==> src/rtl/fib_seq_engine.sv <==
// Generalised Fibonacci engine: T(n) from seeds T(0), T(1), with overflow tag.
// Define FIBO_SATURATE_EN to saturate terms on carry instead of wrapping.
module fib_seq_engine #(
    parameter int WIDTH = 16,
    parameter int IDX_W = 5
) (
    input  logic             clk,
    input  logic             reset_n,
    input  logic             start,
    input  logic             abort,
    input  logic [IDX_W-1:0] n,
    input  logic [WIDTH-1:0] seed0,
    input  logic [WIDTH-1:0] seed1,
    output logic             ready,
    output logic             busy,
    output logic             done,
    output logic [WIDTH-1:0] result,
    output logic             overflow
);

    typedef enum logic [1:0] {
        S_IDLE,
        S_COMPUTE,
        S_DONE
    } state_t;

    state_t           r_state;
    logic [WIDTH-1:0] r_a;
    logic [WIDTH-1:0] r_b;
    logic [IDX_W-1:0] r_cnt;
    logic             r_ovf_a;
    logic             r_ovf_b;
    logic             r_ready;
    logic             r_busy;
    logic             r_done;
    logic [WIDTH-1:0] r_result;
    logic             r_overflow;

    logic [WIDTH:0]   w_sum;
    logic             w_carry;
    logic [WIDTH-1:0] w_next;
    logic             w_accept;

    assign w_sum   = {1'b0, r_a} + {1'b0, r_b};
    assign w_carry = w_sum[WIDTH];

`ifdef FIBO_SATURATE_EN
    assign w_next = w_carry ? {WIDTH{1'b1}} : w_sum[WIDTH-1:0];
`else
    assign w_next = w_sum[WIDTH-1:0];
`endif

    // abort beats start when both arrive while idle or done
    assign w_accept = start && !abort
                   && (r_state == S_IDLE || r_state == S_DONE);

    always_ff @(posedge clk or negedge reset_n) begin
        if (!reset_n) begin
            r_state    <= S_IDLE;
            r_a        <= '0;
            r_b        <= '0;
            r_cnt      <= '0;
            r_ovf_a    <= 1'b0;
            r_ovf_b    <= 1'b0;
            r_ready    <= 1'b1;
            r_busy     <= 1'b0;
            r_done     <= 1'b0;
            r_result   <= '0;
            r_overflow <= 1'b0;
        end else begin
            r_done <= 1'b0;
            unique case (r_state)
                S_IDLE, S_DONE: begin
                    if (w_accept) begin
                        r_a     <= seed0;
                        r_b     <= seed1;
                        r_cnt   <= n;
                        r_ovf_a <= 1'b0;
                        r_ovf_b <= 1'b0;
                        r_state <= S_COMPUTE;
                        r_ready <= 1'b0;
                        r_busy  <= 1'b1;
                    end else begin
                        r_state <= S_IDLE;
                        r_ready <= 1'b1;
                        r_busy  <= 1'b0;
                    end
                end
                S_COMPUTE: begin
                    if (abort) begin
                        r_state <= S_IDLE;
                        r_ready <= 1'b1;
                        r_busy  <= 1'b0;
                    end else if (r_cnt != '0) begin
                        r_a     <= r_b;
                        r_b     <= w_next;
                        r_ovf_a <= r_ovf_b;
                        r_ovf_b <= w_carry | r_ovf_a | r_ovf_b;
                        r_cnt   <= r_cnt - 1'b1;
                    end else begin
                        // ovf_b covers T(n+1) and is deliberately not reported
                        r_result   <= r_a;
                        r_overflow <= r_ovf_a;
                        r_done     <= 1'b1;
                        r_state    <= S_DONE;
                        r_ready    <= 1'b1;
                        r_busy     <= 1'b0;
                    end
                end
                default: begin
                    r_state <= S_IDLE;
                    r_ready <= 1'b1;
                    r_busy  <= 1'b0;
                end
            endcase
        end
    end

    assign ready    = r_ready;
    assign busy     = r_busy;
    assign done     = r_done;
    assign result   = r_result;
    assign overflow = r_overflow;

endmodule
==> config.mk <==
export PLATFORM = sky130hd
export DESIGN_NAME = fib_seq_engine
export DESIGN_NICKNAME = d
export VERILOG_FILES = /design/src/rtl/fib_seq_engine.sv
export SDC_FILE = /design/constraint.sdc
export NUM_CORES = 1
export LEC_CHECK = 0
export CORE_ASPECT_RATIO = 1.75
export CORE_MARGIN = 4
export CORE_UTILIZATION = 50
export DETAILED_ROUTE_END_ITERATION = 10
export MAX_ROUTING_LAYER = met4
export PLACE_DENSITY = 0.77
export SYNTH_ARGS = -nofsm -noshare
export SYNTH_HDL_FRONTEND = slang
export SYNTH_SLANG_ARGS = --single-unit
export TNS_END_PERCENT = 20
==> constraint.sdc <==
create_clock -name clk -period 5 [get_ports clk]
set_clock_uncertainty 0.15 [all_clocks]
set_input_delay 0.5 -clock clk [delete_from_list [all_inputs] [get_ports clk]]
set_output_delay 0.5 -clock clk [all_outputs]
set_load 0.02 [all_outputs]
* Word-level counts from Yosys, hierarchy flattened
Index checks and enable logic that the tools add are counted.
** Cells by class
- Multiply operators :: 0
- Magnitude comparators :: 0
- Bitwise operators :: 4
- Reduce and logical (&&, ||, !) cells :: 10
- Shift-type cells :: 0
- Equality and inequality tests :: 6
- Divide/modulo/power cells :: 0
- Add/subtract/negate cells :: 2
- Muxes and demuxes :: 34
** Operators by type and width (count)
- $mux 16 :: 6
- $pmux 16 s2 :: 2
- $add 16x16->17 :: 1
- $mux 1 :: 15
- $mux 5 :: 3
- $pmux 5 s2 :: 1
- $pmux 1 s2 :: 4
- $ne 2x2->1 const B :: 3
- $reduce_bool 5->1 :: 1
- $sub 5x1->5 const B :: 1
- $mux 2 :: 2
- $pmux 2 s2 :: 1
- $reduce_and 4->1 :: 1
- $ne 3x3->1 const B :: 1
- $reduce_and 3->1 :: 1
- $eq 2x1->1 const B :: 1
- $eq 2x2->1 const B :: 1
- $logic_and 1x1->1 :: 2
- $logic_not 2->1 :: 1
- $not 1->1 :: 2
- $or 1x1->1 :: 2
- $reduce_bool 2->1 :: 1
- $reduce_or 2->1 :: 1
- $logic_not 1->1 :: 1
- $logic_or 1x1->1 :: 1
** Word-level totals
- Memories :: 0
- Output and inout port bits :: 20
- Bits in writable memories :: 0
- Memory bits (read-only) :: 0
- Input bits :: 41
- Bits in latches :: 0
- Logic and storage cells :: 67
- Flip-flop bits (word level) :: 61

* Logic depth before layout (Yosys ltp)
Gate-level depths: netlist of the first run.
- Depth after elaboration :: 6
- Depth in mapped cells :: 9
- Depth with buffers taken out :: 9

* Least setup slack after synthesis of the first run
OpenSTA, ideal clock, no wires.
- Path kind :: reg-to-reg
- Start point :: register r_cnt[0]
- End point :: register r_b[15]
- Arrival time :: 2.012 ns
- Library setup time :: 0.131 ns
- Path buffers :: 1
- Stages on the path, launching flop included :: 10
- Data required time :: 4.719 ns
- Slack :: 2.707 ns
- Period minus slack after synthesis :: 2.293 ns
- Cell sequence :: dfrtp_1 > inv_1 > ha_1 > or4b_4 > and2_4 > buf_6 > and3_4 > a21boi_1 > a2111oi_2 > nand2_1
** Between the ends
- Longest elaborated chain between the ends :: 3
** RTL lines
- start: declaration :: RTL line 30 : logic [IDX_W-1:0] r_cnt;
- start signal: assignment :: RTL line 77 : r_cnt <= n;
- start signal: assignment :: RTL line 99 : r_cnt <= r_cnt - 1'b1;
- $reduce_bool 5->1 :: RTL line 94 : end else if (r_cnt != '0) begin
- $ne 2x2->1 (no source line)
- $reduce_and 4->1 (no source line)
- end signal: assignment :: RTL line 96 : r_b <= w_next;
- end: declaration :: RTL line 29 : logic [WIDTH-1:0] r_b;
Every way passes these cells.
A chain may end at the register's enable or synchronous reset.

* Final worst setup path of the first run
- Start point :: input port abort
- End point :: register r_b[15]
** Between the ends
- Longest elaborated chain between the ends :: 5
- Elaborated cells on any way between the ends :: 6
- Classes of those cells :: eq/ne: 2; reduce/logical: 4
** RTL lines
- start: declaration :: RTL line 10 : input logic abort,
- $logic_not 1->1 :: RTL line 54 : assign w_accept = start && !abort
- $logic_and 1x1->1 :: RTL line 54
- $logic_and 1x1->1 :: RTL line 55 : && (r_state == S_IDLE || r_state == S_DONE);
- $ne 2x2->1 (no source line)
- $reduce_and 4->1 (no source line) *
Every way passes the cells marked *; elsewhere a longest branch is shown, timed or not.

==> impl_metrics.toml, run 1 <==
[status]
status = "complete, no violations"

[clock_network]
cts_tree = "yes"
cts.path.max_buffers = 2
clk_latency_ns = 0.35
post_cts_buffers = 0
cts_resized = 0
htree_num_levels = 3
hold_buffers = 0
root_buffer = "clkbuf_8"
path_clk_slew_ns = 0.07
cts_made_buffers = 9
cts_sinks = 60

[pwr]
power.density_nw_per_um2 = 634.3
p_leak_nw = 1.907
ir_worst_vdd_mv = 0.3808

[timing]
hold_violations = 0
drv_slew = 0
setup_slack_ns = 2.186
slew_headroom_pct = 39.22
worstMarginPinSlew_ns = 0.9118
period_share_pct = 56.27
min_period_ns = 2.814
fmax_mhz = 355.4
setup_tns_ns = 0
setup_viol = 0
rsz0062_at_grt = "false"

[die]
design.core.area_um2 = 6228
rows = 38
dieWidth_um = 68.60
io_pins = 61
die_h_um = 114.0
start_util_pct = 51.59
dieArea_um2 = 7823

[critical_path]
worstSetupEndpointType = "flip-flop"
cp.arrival_ns = 2.94
start_kind = "input port"
critical_path_peak_fanout = 25
cp.required_ns = 5.13
critPathKind = "in2reg"

[synth]
synth_ff_type = "dfrtp_1"
yosys_warnings = 0
synth.most_common_cell = "nand2_1"
syn_inst = 350
synth_cell_types = 52
yosysTopAreaCell = "dfrtp_1"
yosysTopAreaCellShare_pct = 45.95
netlist_area_um2 = 3213
synth_area_leaders = "dfrtp_1 (46%), nand2_1 (12%), ha_1 (7.0%), a22oi_1 (6.3%), o21ai_0 (3.1%)"
synthTopCellsByCount = "nand2_1 (105), dfrtp_1 (59), a22oi_1 (27), o21ai_0 (20), ha_1 (18)"
syn-num-nets = 410
ys_seq_elements = 60
yosysSeqAreaShare_pct = 46.77
syn-mean-instance-area_um2 = 9.180
synth_async_sr_flop_share_pct = 100.0
synth_edf_count = 0

[place]
dp_hpwl_um = 5535
port_buffers = 60
globalplace.congestion = 0.8803
placedCellCount = 478
place_ws_ns = 1.830

[hold_path]
hp-class = "in2async"

[grt]
grt_antenna_before_repair = 0
grt_use_total_pct = 22.71
grt_pass1_vias = 2769
grt_max_degree = 61
grt_pass1_wl_um = 12740
overflow = 0

[routing]
wl_per_cell_um = 16.01
vias = 2765
drt_iter0_drc = 161
wirelength_um = 7908
postRouteAntennaNets = 0
viasPerCell = 5.597
first_pass_iters = 4
drc = 0

[flow_run]
drv_cap = 0

[cells_and_area]
fin_cells = 494
antenna_cells = 0
fin_util_pct = 65.45
fin_nets = 469
syn2layout_area_growth_pct = 26.87
drive_above_1_share_pct = 6.763
## cells in the final DEF, fill, tap and decap left out, types with 5 or more instances in the layout
cell,count
nand2_1,105
xor2_1,5
nor2_1,10
clkdlybuf4s50_1,59
a21oi_1,13
clkbuf_8,11
ha_1,18
dfrtp_1,59
o21ai_0,20
a22oi_1,27
nor3_1,5
inv_1,7
## metrics by stage
step	instance area (um^2)	hold slack (ns)	power, mW
floorplan	3213	0.05441	1.738
global placement	3874	0.2902	2.092
detailed placement	3874	0.3018	2.138
CTS	4076	0.1730	2.597
global route	4076	0.1948	2.804
finish	4076	0.1298	2.586
## final timing paths
kind / slack [ns] / cells past startpoint / endpoint / startpoint
worst max-delay path: 2.19 / 5 / r_b[15] / abort
worst min-delay path: 0.13 / 2 / r_a[4] / reset_n
worst max register to register: 2.24 / 6 / r_cnt[1] / r_cnt[0]
worst min register to register: 0.32 / 2 / result[12] / result[12]
max in group asynchronous: 4.04 / 2 / r_b[15] / reset_n
min in group clk: 0.32 / 2 / result[12] / result[12]
## registers in the layout, indices dropped and copies added, names as in the netlist
name and cells:
done 1, r_a 16, result 16, overflow 1, ready 1, r_ovf_b 1
r_cnt 5, r_ovf_a 1, r_b 16, r_state 2
## report_power, final
part	total (mW)	internal, mW	switching (mW)
Combinational	1.26	0.562	0.697
Clock	0.447	0.256	0.191
Sequential	0.880	0.701	0.179
## area by class of cell
class                           instances  area [um^2]
Multi-Input combinational cell        267         1623
Clock inverter                          4        47.55
Inverter                                8        30.03
Tap cell                               80        100.1
Fill cell                             524         2152
Clock buffer                           12        155.1
Sequential cell                        60         1503
Timing Repair Buffer                   63        618.1
## per-layer routing
layer  part of all wire, %  global-route usage [%]  vias to the layer above
met5                     0                       -                        -
met4                   2.9                   10.49                        0
met3                   4.3                   4.138                       16
met2                    53                   37.14                       66
met1                    40                   26.21                     1320
li1                      -                       -                     1363
## kinds of logic (layout without fill, tap and decap cells)
group,count (synthesis),in the layout,share of synthesized area (%)
and+or+nand+nor,146,146,20.02
AOI/OAI and AO/OA,89,89,18.89
DFF,60,60,46.77
muxes,4,4,1.246
adders and majority gates,19,19,7.633
buffers and inverters,23,87,2.998
xor gates and xnor gates,9,9,2.453
## critical path, stage by stage
cell and delay [ns]:
clkdlybuf4s50_1 0.45, nor3b_1 0.55, nand2_1 0.67, or4_1 0.69, nand2_1 0.08
Note: power is estimated with default switching activity, not from simulation.
==> inputs of run 2 (changes only) <==
clock period = 2.6 ns   (was 5 ns; I/O delays follow)
==> run 2 against run 1 <==
First-iteration DRC count grew 27%. Non-clock buffer count rose by 8. Via count grew 0.94%. Clock power is 110% higher. Combinational power is 95% higher. Die area stayed put.
==> impl_metrics.toml, run 2 (synthesized netlist as in run 1, its figures left out) <==
[place]
dp_hpwl_um = 5703
place_ws_ns = 0.1620
dpl-instance-area_um2 = 3939
globalplace.congestion = 0.8691
port_buffers = 60
placedCellCount = 485

[grt]
grt_pass1_wl_um = 13210
overflow = 0
grt_pass1_vias = 2853
grt_max_degree = 41
grt_antenna_before_repair = 0
grt_use_total_pct = 23.30

[timing]
drv_slew = 0
fmax_mhz = 413.9
hold_violations = 0
period_share_pct = 92.93
setup_viol = 0
setup_tns_ns = 0
worstMarginPinSlew_ns = 0.5633
slew_headroom_pct = 62.45
min_period_ns = 2.416
setup_slack_ns = 0.1839

[clock_network]
root_buffer = "clkbuf_8"
cts_sinks = 60
cts_made_buffers = 9
clk_latency_ns = 0.35
path_clk_slew_ns = 0.07
cts.path.max_buffers = 2
htree_num_levels = 3
cts_tree = "yes"

[critical_path]
critPathKind = "reg2reg"
start_kind = "flip-flop"
worstSetupEndpointType = "flip-flop"
cp.arrival_ns = 2.55
cp.required_ns = 2.74
critical_path_peak_fanout = 4

[routing]
vias = 2791
postRouteAntennaNets = 0
drt_iter0_drc = 205
wirelength_um = 7933
viasPerCell = 5.560
first_pass_iters = 5
wl_per_cell_um = 15.80
drc = 0

[die]
io_pins = 61
rows = 38
dieArea_um2 = 7823
design.core.area_um2 = 6228
dieWidth_um = 68.60
start_util_pct = 51.59
die_h_um = 114.0

[flow_run]
drv_cap = 0

[cells_and_area]
final_cell_mix = "nand2_1 (104), dfrtp_1 (59), clkdlybuf4s50_1 (59)"
antenna_cells = 0
final_common_cell = "nand2_1"
design_area_um2 = 4170
syn2layout_area_growth_pct = 29.79
fin_nets = 477
fin_cells = 502
drive_above_1_share_pct = 9.005

[pwr]
p_leak_nw = 1.956
power.density_nw_per_um2 = 1211
ir_worst_vdd_mv = 0.6107

[hold_path]
hp-class = "in2async"

[status]
status = "complete, no violations"
run 2: worst max-delay path, stage by stage (launching register included):
cell       delay, ns
dfrtp_1         0.38
ha_1            0.18
inv_1           0.06
fa_1            0.37
nor2b_1         0.19
o2111ai_1       0.17
a21oi_2         0.17
o211ai_1        0.19
or4_1           0.43
nand2_1         0.07
run 2: per-layer routing:
metal,global-route usage [%],vias to the layer above,part of all wire (%)
li1,-,1379,-
met1,26.51,1338,40
met2,38.61,61,54
met3,4.729,13,3.9
met4,9.827,0,2.3
met5,-,-,0
run 2: worst paths after layout:
kind,start,to,slack [ns],depth (start not counted)
worst min register to register,overflow,overflow,0.32,2
worst max register to register,r_a[0],r_b[14],0.18,9
min in group clk,n[4],r_cnt[4],0.30,3
worst max-delay path,r_a[0],r_b[14],0.18,9
worst min-delay path,reset_n,r_b[2],0.29,2
max in group asynchronous,reset_n,ready,1.35,3
run 2: per-stage QoR:
| stage | hold slack [ns] | total power [mW] | utilization [%] |
|---|---|---|---|
| global placement | 0.1279 | 4.052 | 63.24 |
| finish | 0.2876 | 5.050 | 66.95 |
| global route | 0.3139 | 5.478 | 66.95 |
| CTS | 0.2920 | 5.064 | 66.85 |
| floorplan | -0.1856 | 3.343 | - |
| detailed placement | 0.1357 | 4.126 | 63.24 |
run 2: layout make-up:
| class | count | area [um^2] |
|---|---|---|
| Inverter | 8 | 30.03 |
| Fill cell | 518 | 2058 |
| Clock buffer | 9 | 123.9 |
| Clock inverter | 7 | 91.34 |
| Sequential cell | 60 | 1503 |
| Multi-Input combinational cell | 267 | 1629 |
| Tap cell | 80 | 100.1 |
| Timing Repair Buffer | 71 | 693.2 |
run 2: power by group:
group          internal [mW]  total, mW  switching (mW)
Combinational           1.11       2.46            1.35
Clock                  0.535      0.918           0.383
Sequential              1.35       1.67           0.327
Total                   2.99       5.05            2.06
run 2: what timing repair did:
action / 4_1_cts / 5_1_grt
hold endpoints to repair: 23 / 0
hold buffers: 1 / 0
setup buffers: 0 / 0
gates resized for setup: 0 / 2
setup endpoints to repair: 0 / 3
